File: src/rtl/dilation_shift_controller.sv
// Per-sample sequencer for a dilated shift-buffer stack: latches a sample, strobes the
// buffers whose dilation is due, then starts each layer in turn. Optional DILATION_SHIFT_CONTROLLER_STALL_CNT_EN adds stall_cycles.
module dilation_shift_controller #(
   parameter int unsigned W          = 16,
   parameter int unsigned NUM_LAYERS = 4
) (
   input  logic                  clk,
   input  logic                  rst_n,
   input  logic                  in_valid,
   output logic                  in_ready,
   input  logic [W-1:0]          in_data,
   output logic [W-1:0]          buf_data,
   output logic [NUM_LAYERS-1:0] shift_en,
   output logic                  layer_start,
   output logic [2:0]            layer_sel,
   input  logic                  layer_done,
   output logic                  out_valid,
   input  logic                  out_ready
`ifdef DILATION_SHIFT_CONTROLLER_STALL_CNT_EN
   ,
   output logic [15:0]           stall_cycles
`endif
);

   localparam int unsigned CNT_W = NUM_LAYERS;
   localparam int unsigned SEL_W = 3;
   localparam logic [SEL_W-1:0] LAST_SEL = SEL_W'(NUM_LAYERS - 1);

   typedef enum logic [2:0] {IDLE, SHIFT, START, WAIT, OUT} state_e;

   state_e             state_q, state_d;
   logic [CNT_W-1:0]   tick_q, tick_d;
   logic [SEL_W-1:0]   layer_sel_q, layer_sel_d;
   logic [W-1:0]       buf_q, buf_d;
   logic [CNT_W-1:0]   shift_en_q;
   logic               in_ready_q, layer_start_q, out_valid_q;

   // Layer k's buffer advances once every 2^k accepted samples.
   function automatic logic [CNT_W-1:0] shift_mask(input logic [CNT_W-1:0] tick);
      logic [CNT_W-1:0] m;
      m = '0;
      for (int k = 0; k < int'(CNT_W); k++) begin
         m[k] = ((tick & CNT_W'((1 << k) - 1)) == '0);
      end
      return m;
   endfunction

   always_comb begin
      state_d     = state_q;
      tick_d      = tick_q;
      layer_sel_d = layer_sel_q;
      buf_d       = buf_q;
      case (state_q)
         IDLE: begin
            if (in_valid) begin
               buf_d   = in_data;
               state_d = SHIFT;
            end
         end
         SHIFT: begin
            tick_d      = tick_q + CNT_W'(1);
            layer_sel_d = '0;
            state_d     = START;
         end
         START: state_d = WAIT;
         WAIT: begin
            if (layer_done) begin
               if (layer_sel_q == LAST_SEL) begin
                  state_d = OUT;
               end else begin
                  layer_sel_d = layer_sel_q + SEL_W'(1);
                  state_d     = START;
               end
            end
         end
         OUT: begin
            if (out_ready) state_d = IDLE;
         end
         default: state_d = IDLE;
      endcase
   end

   // Outputs are registered from the next state so they line up with the state they describe.
   always_ff @(posedge clk or negedge rst_n) begin
      if (!rst_n) begin
         state_q       <= IDLE;
         tick_q        <= '0;
         layer_sel_q   <= '0;
         buf_q         <= '0;
         shift_en_q    <= '0;
         in_ready_q    <= 1'b1;
         layer_start_q <= 1'b0;
         out_valid_q   <= 1'b0;
      end else begin
         state_q       <= state_d;
         tick_q        <= tick_d;
         layer_sel_q   <= layer_sel_d;
         buf_q         <= buf_d;
         shift_en_q    <= (state_d == SHIFT) ? shift_mask(tick_q) : '0;
         in_ready_q    <= (state_d == IDLE);
         layer_start_q <= (state_d == START);
         out_valid_q   <= (state_d == OUT);
      end
   end

   assign in_ready    = in_ready_q;
   assign buf_data    = buf_q;
   assign shift_en    = shift_en_q;
   assign layer_start = layer_start_q;
   assign layer_sel   = layer_sel_q;
   assign out_valid   = out_valid_q;

`ifdef DILATION_SHIFT_CONTROLLER_STALL_CNT_EN
   localparam logic [15:0] STALL_MAX = 16'hFFFF;
   logic [15:0] stall_q;

   // Saturating count of cycles the result waits on downstream.
   always_ff @(posedge clk or negedge rst_n) begin
      if (!rst_n) begin
         stall_q <= '0;
      end else if (out_valid_q && !out_ready && (stall_q != STALL_MAX)) begin
         stall_q <= stall_q + 16'd1;
      end
   end

   assign stall_cycles = stall_q;
`endif

endmodule
File: config.mk
export PLATFORM = sky130hd
export DESIGN_NAME = dilation_shift_controller
export DESIGN_NICKNAME = d
export VERILOG_FILES = /design/src/rtl/dilation_shift_controller.sv
export SDC_FILE = /design/constraint.sdc
export NUM_CORES = 1
export LEC_CHECK = 0
export BUFFER_PORTS_ARGS = -buffer_cell sky130_fd_sc_hd__buf_2
export CAP_MARGIN = 30
export CORE_MARGIN = 2
export CORE_UTILIZATION = 52
export DETAILED_ROUTE_END_ITERATION = 16
export GPL_ROUTABILITY_DRIVEN = 0
export PLACE_DENSITY = 0.85
export SLEW_MARGIN = 25
export SYNTH_ARGS = -nofsm -noshare
export SYNTH_HDL_FRONTEND = slang
export SYNTH_SLANG_ARGS = --single-unit
export TNS_END_PERCENT = 5
File: constraint.sdc
create_clock -name clk -period 3.4 [get_ports clk]
set_input_delay 0.68 -clock clk [delete_from_list [all_inputs] [get_ports clk]]
set_output_delay 0.68 -clock clk [all_outputs]
set_load 0.02 [all_outputs]
==> run metrics <==
port bufs=46; highest-count cells in the layout ignoring fill and taps=buf_2 (46), dfrtp_1 (31), mux2_2 (16); Synth area leaders=dfrtp_1 (58%), mux2_2 (14%), ha_1 (3.8%); H-tree level count=2; peak fanout along the critical path=15; Slew HR=0.556; Slew Limit Fails=0; post-CTS setup buffer count=0; Initial Util=0.542; drt via density=between 5 and 6; Tmin final=1810 ps; IO Pins=47; fmax=0.551 GHz; number of max-cap violations=0; Mapped Cells=93; Synth warnings=0; largest net degree at the start of global routing=33; Clk Latency, worst-skew pair=330 ps; Clock Power Share=0.148; Post-Route WL=approximately 2300 microns; sequential power share=0.436; Num CTS Buffers=5; post-DP HPWL=around 1700 microns; DR DRC count=0; outcome=complete, no violations; drt wl/cell=around 13 microns; biggest area consumer among synthesized cells=dfrtp_1; clock transition at the registers of the reported paths=100 ps; Tcrit/Tclk final=0.534; Setup crit start kind=flip-flop; initial antenna violation count=0; leading cell type in the layout, fill and taps excluded=buf_2; top cell type's share of synthesized area=0.583; FF-to-FF setup slack=1590 ps; Switching Share=0.386; routed vias=just over 900; syn_nets=about 120; Critical Path RT=around 3600 ps; Iter 0 DRT Violations=3; Area growth, synth to finish=23.3%; critical path endpoint category=flip-flop; final hold vios=0; Post-synth EDFFs=0; Seq cells post-synth=32; CTS max path bufs=2; RSZ-0062 raised after global routing=no; TritonCTS clock tree=built; post-CTS sizing=0; maximum VDD drop=around 0.00057 V; total track usage=0.174; Antenna diodes=0; Top FF cell, synth=dfrtp_1; ys async rst share=1.00; Placement Cell Area=between 1500 and 2000 sq um; clock sink count=32; Die ar.=slightly below 3000 sq um; P_int=~0.91 mW; first-pass GRT wire length=around 3500 microns; Leak=0.865 nW; final core utilization=0.668; Die Y=around 55 microns; Critical Path AT=a little over 2000 ps; skew final=approximately 13 ps; Die W=between 50 and 60 microns; share of cells above drive strength 1=0.538; min-delay worst type=input port to async pin; reg2reg path depth=3; total grt overflow=0; DRT Pass-1 Iters=4; nets=approximately 170; Slew @ Worst Pin=between 600 and 700 ps; Mean Syn Cell Area=~14 sq um; Design Area, Final=around 1600 sq um; Synth cell types=28; Root Buffer Master=clkbuf_4; row count=18; Comb pwr share=0.416; post-placement cell count=166; synthesized area=roughly 1300 sq um; Sw Pwr=~0.57 mW; Final Non-Filler Cells=175; CTS Hold Bufs=0; Setup-failing EPs final=0; power density over the cells=901 nW/um^2; TNS Setup=0 ps; critical path class=flip-flop to flip-flop; area of the core=2450 sq um; Post-DRT Antenna Nets=0; Seq/Total Area, Yosys=0.603; vias in the first global route=about 840
## critical path, cell delays in order (launching register included)
cell and delay [ps]:
dfrtp_1 580, nor4b_4 470, buf_4 290, mux2_2 350
## logic make-up after synthesis
| group | share of synthesized area |
|---|---|
| flip-flops | 0.603 |
| AND/OR/NAND/NOR | 0.101 |
| AO/OA/AOI/OAI | 0.0790 |
| XOR/XNOR | 0.0132 |
| adder cells (fa/ha/maj) | 0.0376 |
| buffers and inverters | 0.0310 |
| multiplexers | 0.135 |
## Yosys cell counts (2+ instances only)
| cell type | number |
|---|---|
| buf_6 | 2 |
| mux2_2 | 16 |
| a41o_1 | 2 |
| a22o_1 | 2 |
| dfrtp_1 | 31 |
| nand2b_1 | 2 |
| a21oi_1 | 2 |
| o22ai_1 | 2 |
| nor3_1 | 2 |
| xnor2_1 | 2 |
| inv_1 | 4 |
| ha_1 | 4 |
| o21bai_1 | 2 |
| and2_2 | 2 |
| nor2b_1 | 2 |
| nand2_1 | 4 |
## final cells by class
class                           count  area [sq um]
Multi-Input combinational cell     54           487
Sequential cell                    32           802
Fill cell                         183           815
Inverter                            4          15.0
Timing Repair Buffer               47           238
Clock buffer                        6          51.3
Clock inverter                      2          10.0
Tap cell                           30          37.5
## layer usage
metal | share of wire | global-route usage | wire [microns]
met1 | 0.40 | 0.175 | 911
met2 | 0.50 | 0.303 | 1140
met3 | 0.089 | 0.0683 | 203
met4 | 0.014 | 0.100 | 31
met5 | 0 | 0 | 0
## flip-flops by register name (all words and copies together), names as in the netlist
| register | count |
|---|---|
| buf_data | 16 |
| state_q | 3 |
| in_ready | 1 |
| layer_start | 1 |
| shift_en | 4 |
| layer_sel | 3 |
| tick_q | 3 |
| out_valid | 1 |
## stage by stage
step	power, mW	hold WS, ps	setup slack (ps)
final	1.48	374	1590
after global routing	1.59	420	1460
after CTS	1.50	389	1310
after detailed placement	1.27	435	1180
after global placement	1.24	439	1270
after floorplan	1.08	384	1640
## power by group through the flow
| stage | registers [mW] | logic (mW) | clock network (mW) |
|---|---|---|---|
| finish | 0.645 | 0.614 | 0.219 |
| global route | 0.669 | 0.674 | 0.244 |
| CTS | 0.646 | 0.623 | 0.226 |
| detailed placement | 0.654 | 0.619 | 0 |
| global placement | 0.643 | 0.596 | 0 |
| floorplan | 0.773 | 0.311 | 0 |
## worst paths after layout
path | startpoint | endpoint
worst min register to register | tick_q[2] | shift_en[3]
worst max-delay path | state_q[1] | buf_data[14]
min in group clk | tick_q[2] | shift_en[3]
worst max register to register | state_q[1] | buf_data[14]
worst min-delay path | rst_n | buf_data[5]
max in group asynchronous | rst_n | tick_q[0]
Power figures use the tool's default switching activity.
